**src/rtl/gameboy_lcd_generator_if.sv**
```systemverilog
// Display-side bundle of the DMG LCD generator: run request, frame-buffer read
// port and the regenerated panel signals.
interface gameboy_lcd_generator_if;
  logic        enable;
  logic [14:0] pixel_addr;
  logic [1:0]  pixel_data;
  logic        buffer_select;
  logic        frame_start;
  logic        pixel_clock;
  logic        h_sync;
  logic        v_sync;
  logic        lcd_data0;
  logic        lcd_data1;

  modport master (
    input  enable, pixel_data,
    output pixel_addr, buffer_select, frame_start,
           pixel_clock, h_sync, v_sync, lcd_data0, lcd_data1
  );

  modport slave (
    output enable, pixel_data,
    input  pixel_addr, buffer_select, frame_start,
           pixel_clock, h_sync, v_sync, lcd_data0, lcd_data1
  );
endinterface

```
**src/rtl/gameboy_lcd_generator.sv**
```systemverilog
// DMG-style LCD timing generator reading a 2bpp frame buffer.
// Define GB_LCD_GATE_PCLK_EN to stop pixel_clock in horizontal blank (sync period still pulses).
module gameboy_lcd_generator #(
  parameter int H_ACTIVE = 160,
  parameter int V_ACTIVE = 144,
  parameter int H_TOTAL  = 200,
  parameter int V_TOTAL  = 154,
  parameter int CLK_DIV  = 3
) (
  input logic                       clock,
  input logic                       reset,
  gameboy_lcd_generator_if.master   lcd
);

  localparam int HW = $clog2(H_TOTAL);
  localparam int VW = $clog2(V_TOTAL);
  localparam int DW = (CLK_DIV > 1) ? $clog2(CLK_DIV) : 1;

  localparam logic [HW-1:0] H_LAST    = HW'(H_TOTAL - 1);
  localparam logic [VW-1:0] V_LAST    = VW'(V_TOTAL - 1);
  localparam logic [HW-1:0] H_ACT     = HW'(H_ACTIVE);
  localparam logic [VW-1:0] V_ACT     = VW'(V_ACTIVE);
  localparam logic [DW-1:0] DIV_LAST  = DW'(CLK_DIV - 1);
  localparam logic [14:0]   ADDR_LAST = 15'(H_ACTIVE * V_ACTIVE - 1);

  typedef enum logic {IDLE, RUN} state_e;

  state_e        state_q;
  logic [DW-1:0] div_q;
  logic          phase_q;
  logic [HW-1:0] h_q, h_d;
  logic [VW-1:0] v_q, v_d;
  logic [14:0]   addr_q;
  logic          buf_q, frame_q, pclk_q, hs_q, vs_q;
  logic [1:0]    data_q;

  logic div_wrap, launch, h_wrap, v_wrap, active, pclk_gate;

  // h_q/v_q hold the position that the NEXT launch edge will present.
  // NOTE: every combinational output gets a default first, so no latch is inferred.
  always_comb begin
    div_wrap = (div_q == DIV_LAST);
    launch   = (state_q == RUN) && div_wrap && !phase_q;
    h_wrap   = (h_q == H_LAST);
    v_wrap   = (v_q == V_LAST);
    active   = (h_q < H_ACT) && (v_q < V_ACT);
    h_d      = h_wrap ? '0 : h_q + 1'b1;
    v_d      = v_q;
    if (h_wrap) v_d = v_wrap ? '0 : v_q + 1'b1;
  end

`ifdef GB_LCD_GATE_PCLK_EN
  assign pclk_gate = (h_q >= H_ACT) && !h_wrap;
`else
  assign pclk_gate = 1'b0;
`endif

  // NOTE: state registers use non-blocking assignments so every register sees
  // the pre-edge values; later assignments in the block override earlier ones.
  always_ff @(posedge clock) begin
    if (reset) begin
      state_q <= IDLE;
      div_q   <= '0;
      phase_q <= 1'b0;
      h_q     <= H_LAST;
      v_q     <= V_LAST;
      addr_q  <= '0;
      buf_q   <= 1'b0;
      frame_q <= 1'b0;
      pclk_q  <= 1'b0;
      hs_q    <= 1'b0;
      vs_q    <= 1'b0;
      data_q  <= 2'b00;
    end else begin
      frame_q <= 1'b0;
      case (state_q)
        IDLE: begin
          div_q   <= '0;
          phase_q <= 1'b0;
          pclk_q  <= 1'b0;
          hs_q    <= 1'b0;
          vs_q    <= 1'b0;
          data_q  <= 2'b00;
          if (lcd.enable) state_q <= RUN;
        end
        RUN: begin
          div_q <= div_wrap ? '0 : div_q + 1'b1;
          if (div_wrap) phase_q <= !phase_q;
          if (div_wrap && phase_q) pclk_q <= 1'b0;
          if (launch) begin
            if (h_wrap && v_wrap && !lcd.enable) begin
              // Stop on the frame boundary; counters stay parked on the sync period.
              state_q <= IDLE;
              div_q   <= '0;
              phase_q <= 1'b0;
              pclk_q  <= 1'b0;
              hs_q    <= 1'b0;
              vs_q    <= 1'b0;
              data_q  <= 2'b00;
            end else begin
              pclk_q <= !pclk_gate;
              hs_q   <= h_wrap;
              vs_q   <= v_wrap;
              data_q <= active ? lcd.pixel_data : 2'b00;
              h_q    <= h_d;
              v_q    <= v_d;
              if (active) begin
                addr_q <= (addr_q == ADDR_LAST) ? '0 : addr_q + 1'b1;
                if (h_q == '0 && v_q == '0) begin
                  buf_q   <= !buf_q;
                  frame_q <= 1'b1;
                end
              end
            end
          end
        end
        default: state_q <= IDLE;
      endcase
    end
  end

  assign lcd.pixel_addr    = addr_q;
  assign lcd.buffer_select = buf_q;
  assign lcd.frame_start   = frame_q;
  assign lcd.pixel_clock   = pclk_q;
  assign lcd.h_sync        = hs_q;
  assign lcd.v_sync        = vs_q;
  assign lcd.lcd_data0     = data_q[0];
  assign lcd.lcd_data1     = data_q[1];

endmodule
```
**src/flat_wrapper.sv**
```systemverilog
// flat-port wrapper written by rule: the top's interface ports become plain ports
module gameboy_lcd_generator_flat 
#(
  parameter int H_ACTIVE = 160,
  parameter int V_ACTIVE = 144,
  parameter int H_TOTAL  = 200,
  parameter int V_TOTAL  = 154,
  parameter int CLK_DIV  = 3
)
  (clock, reset, lcd_enable, lcd_pixel_data, lcd_pixel_addr, lcd_buffer_select, lcd_frame_start, lcd_pixel_clock, lcd_h_sync, lcd_v_sync, lcd_lcd_data0, lcd_lcd_data1);
  gameboy_lcd_generator_if lcd_i ();
  input logic clock;
  input logic reset;
  input wire logic [$bits(lcd_i.enable)-1:0] lcd_enable;
  input wire logic [$bits(lcd_i.pixel_data)-1:0] lcd_pixel_data;
  output wire logic [$bits(lcd_i.pixel_addr)-1:0] lcd_pixel_addr;
  output wire logic [$bits(lcd_i.buffer_select)-1:0] lcd_buffer_select;
  output wire logic [$bits(lcd_i.frame_start)-1:0] lcd_frame_start;
  output wire logic [$bits(lcd_i.pixel_clock)-1:0] lcd_pixel_clock;
  output wire logic [$bits(lcd_i.h_sync)-1:0] lcd_h_sync;
  output wire logic [$bits(lcd_i.v_sync)-1:0] lcd_v_sync;
  output wire logic [$bits(lcd_i.lcd_data0)-1:0] lcd_lcd_data0;
  output wire logic [$bits(lcd_i.lcd_data1)-1:0] lcd_lcd_data1;
  assign lcd_i.enable = lcd_enable;
  assign lcd_i.pixel_data = lcd_pixel_data;
  assign lcd_pixel_addr = lcd_i.pixel_addr;
  assign lcd_buffer_select = lcd_i.buffer_select;
  assign lcd_frame_start = lcd_i.frame_start;
  assign lcd_pixel_clock = lcd_i.pixel_clock;
  assign lcd_h_sync = lcd_i.h_sync;
  assign lcd_v_sync = lcd_i.v_sync;
  assign lcd_lcd_data0 = lcd_i.lcd_data0;
  assign lcd_lcd_data1 = lcd_i.lcd_data1;
  gameboy_lcd_generator #(.H_ACTIVE(H_ACTIVE), .V_ACTIVE(V_ACTIVE), .H_TOTAL(H_TOTAL), .V_TOTAL(V_TOTAL), .CLK_DIV(CLK_DIV)) u_core (.clock(clock), .reset(reset), .lcd(lcd_i));
endmodule
```
**config.mk**
```make
export PLATFORM = sky130hd
export DESIGN_NAME = gameboy_lcd_generator_flat
export DESIGN_NICKNAME = d
export VERILOG_FILES = /design/src/rtl/gameboy_lcd_generator_if.sv /design/src/rtl/gameboy_lcd_generator.sv /design/src/flat_wrapper.sv
export SDC_FILE = /design/constraint.sdc
export NUM_CORES = 1
export LEC_CHECK = 0
export CAP_MARGIN = 20
export CORE_ASPECT_RATIO = 0.9
export CORE_UTILIZATION = 48
export CTS_BUF_LIST = sky130_fd_sc_hd__clkbuf_4
export DETAILED_ROUTE_END_ITERATION = 8
export GPL_TIMING_DRIVEN = 0
export PLACE_DENSITY = 0.7
export SETUP_SLACK_MARGIN = 0.4
export SLEW_MARGIN = 30
export SYNTH_ARGS = -nofsm -noshare
export SYNTH_HDL_FRONTEND = slang
export SYNTH_SLANG_ARGS = --single-unit
```
**constraint.sdc**
```tcl
create_clock -name clock -period 5.5 [get_ports clock]
set_input_delay 1.375 -clock clock [delete_from_list [all_inputs] [get_ports clock]]
set_output_delay 1.375 -clock clock [all_outputs]
set_load 0.02 [all_outputs]
```
==> flow_summary.toml <==
[outcome]
status = "complete, no violations"

[worst_hold_path]
min_path_type = "flip-flop to flip-flop"
hold_depth = 2
min_to = "u_core.lcd.v_sync"
min-delay-start = "u_core.lcd.v_sync"

[worst_setup_path]
cp-end-kind = "flip-flop"
r2r_start = "u_core.v_q[4]"
rrSetupSlack_ns = 3.19
worstSetupStartpoint = "lcd_enable"
r2r-end = "u_core.lcd.pixel_addr[0]"
required_ns = 5.74
ff2ff_path_depth = 6
cp-start-kind = "input pin"
worst-setup-path-type = "input pin to flip-flop"
critPathMaxFanout = 10
arrival_ns = 3.39

[global_route]
grt_pass1_vias = 1899
grt_pass1_wl_um = 9204
antenna_found_initial = 0
grt_max_degree = 13
grtUsageTotal_pct = 24.78
grt.overflow.total = 0

[final_layout]
nNetsFinal = 296
final_core_util_pct = 60.66
layout-drive-gt1-share_pct = 5.594
multi_input_area_um2 = 1265
antennaDiodeCount = 0
regArea_um2 = 840.8
fill_cells = 405
area_growth_pct = 17.29

[logic_synthesis]
avgSynthCellArea_um2 = 8.664
seq_area_frac_synth_pct = 38.36
ys_ff_latch = 42
synth_common_cells = "dfxtp_1, nand3_1, nand2_1, a21oi_1, nand4_1"
synth_edf_count = 0
synth_nets = 264
netlist_area_um2 = 2192
synth_warnings = 0
syn_inst = 253
synth.most_common_cell = "dfxtp_1"
synth_top_cell_by_area = "dfxtp_1"
synth_cell_types = 51
ys.flop_type = "dfxtp_1"
synthTopCellsByArea = "dfxtp_1, nand3_1, nand4_1"
synth.top_cell.area_share_pct = 38.36
ys_async_sr_fraction_pct = 0

[floorplanning]
rows = 22
start_util_pct = 51.71
pin_count = 27
die_y_um = 66.11
die_x_um = 73.24
core_area_um2 = 4239
dieArea_um2 = 4842

[clock_network]
cts_hold_buf = 0
ctsResizeCount = 0
cts_tree = "yes"
clk_pin_slew_ns = 0.13
root_buffer = "clkbuf_4"
cts_setup_buffers = 0
cts_buffer_depth = 2
htree_num_levels = 2
cts_made_buffers = 5
cts.sinks = 42
clock_latency_ns = 0.34

[routing]
vias = 2081
drc = 0
drt-total-wl_um = 5394
drt-wirelength-per-cell_um = 15.59
first_pass_iters = 4
routed_via_density = 6.014
ant_nets = 0
drtIter0Drc = 179

[sta]
fin_crit_ns = 3.152
fmax_mhz = 317.2
final_hold_viol_count = 0
final.setup.tns_ns = 0
fin_crit_sh_pct = 57.32
fin_skew_ns = 0.005134
slew_viol_final = 0
setup_viol = 0
max_slew_margin_pct = 56.78
rsz0062_at_grt = "false"
tightest_slew_ns = 0.6444

[power]
p_per_area_nw_per_um2 = 187.9
leakagePower_nw = 0.9114
vdd_drop_max_uv = 146.8
total_power_w = 0.0004831

[place]
gp_congestion = 0.8892
io_buffer_count = 25
hpwl_um = 3846

[run]
cap_violations = 0
cells by family after synthesis:
logic type,share of synthesized area (%)
mux,0.4566
buf+inv,3.938
simple gates,31.85
xor+xnor,2.397
flops,38.36
compound gates,19.58
fa+ha+maj,3.425
metrics by stage:
stage | std cells | worst slack, ns | instance area, um2 | hold WS (ns)
floorplan | 253 | 2.699 | 2192 | 0.4329
global placement | 338 | 2.022 | 2517 | 0.4474
detailed placement | 338 | 1.993 | 2517 | 0.4502
CTS | 346 | 2.379 | 2571 | 0.4740
global route | 346 | 2.275 | 2571 | 0.4959
finish | 346 | 2.348 | 2571 | 0.4675
sequential cells by signal, indices dropped and copies added, names as in the netlist:
register,cells
u_core.lcd.frame_start,1
u_core.div_q,2
u_core.lcd.h_sync,1
u_core.lcd.buffer_select,1
u_core.data_q,2
u_core.lcd.pixel_addr,15
u_core.state_q,1
u_core.lcd.v_sync,1
u_core.h_q,8
u_core.v_q,8
u_core.phase_q,1
u_core.lcd.pixel_clock,1
critical path: stages:
cell and delay [ns]:
clkdlybuf4s50_1 0.49, or4bb_1 0.55, nor4_4 0.52, nor4_1 0.09, or3_1 0.36
cell usage in the layout, fill, tap and decap left out, types with 5 or more instances in the layout:
| master | n |
|---|---|
| clkdlybuf4s50_1 | 25 |
| and3_1 | 8 |
| o31ai_1 | 6 |
| nor2_1 | 9 |
| or4_1 | 5 |
| clkbuf_1 | 9 |
| nand4_1 | 14 |
| dfxtp_1 | 42 |
| inv_1 | 11 |
| nand2_1 | 16 |
| nand3_1 | 20 |
| nor3_1 | 8 |
| ha_1 | 6 |
| or3_1 | 9 |
| a211oi_1 | 6 |
| a21oi_1 | 15 |
| clkbuf_4 | 6 |
| o21ai_0 | 12 |
how the worst max path moves through the flow:
stage	endpoint	slack (ns)	cells after the start
final	u_core.h_q[2]	2.35	5
after floorplan	u_core.h_q[2]	2.70	4
after CTS	u_core.h_q[2]	2.38	5
after detailed placement	u_core.h_q[2]	1.99	5
after global routing	u_core.h_q[2]	2.27	5
after global placement	u_core.h_q[2]	2.02	5
final cells by class:
| cell class | count | area share (%) |
|---|---|---|
| flip-flops and latches | 42 | 32.70 |
| multi-input cells | 190 | 49.20 |
| clock buffers | 6 | 1.752 |
| well taps | 60 | 2.920 |
| repair buffers | 25 | 9.732 |
| clock inverters | 2 | 0.3406 |
| plain buffers | 10 | 1.752 |
| inverters | 11 | 1.606 |
per-layer routing:
layer / part of all wire [%] / global-route usage [%]
met1: 52 / 36.02
met2: 43 / 36.57
met3: 5.2 / 5.030
met4: 0.24 / 7.108
met5: 0 / 0
power by group:
part	internal (W)	switching [W]	total, W	leakage [nW]
sequential	0.000306	0.00000223	0.000308	0.339
clock	0.0000532	0.000101	0.000154	0.0331
combinational	0.00000698	0.0000139	0.0000209	0.539
total	0.000366	0.000117	0.000483	0.911
(Power assumes the default switching activity.)
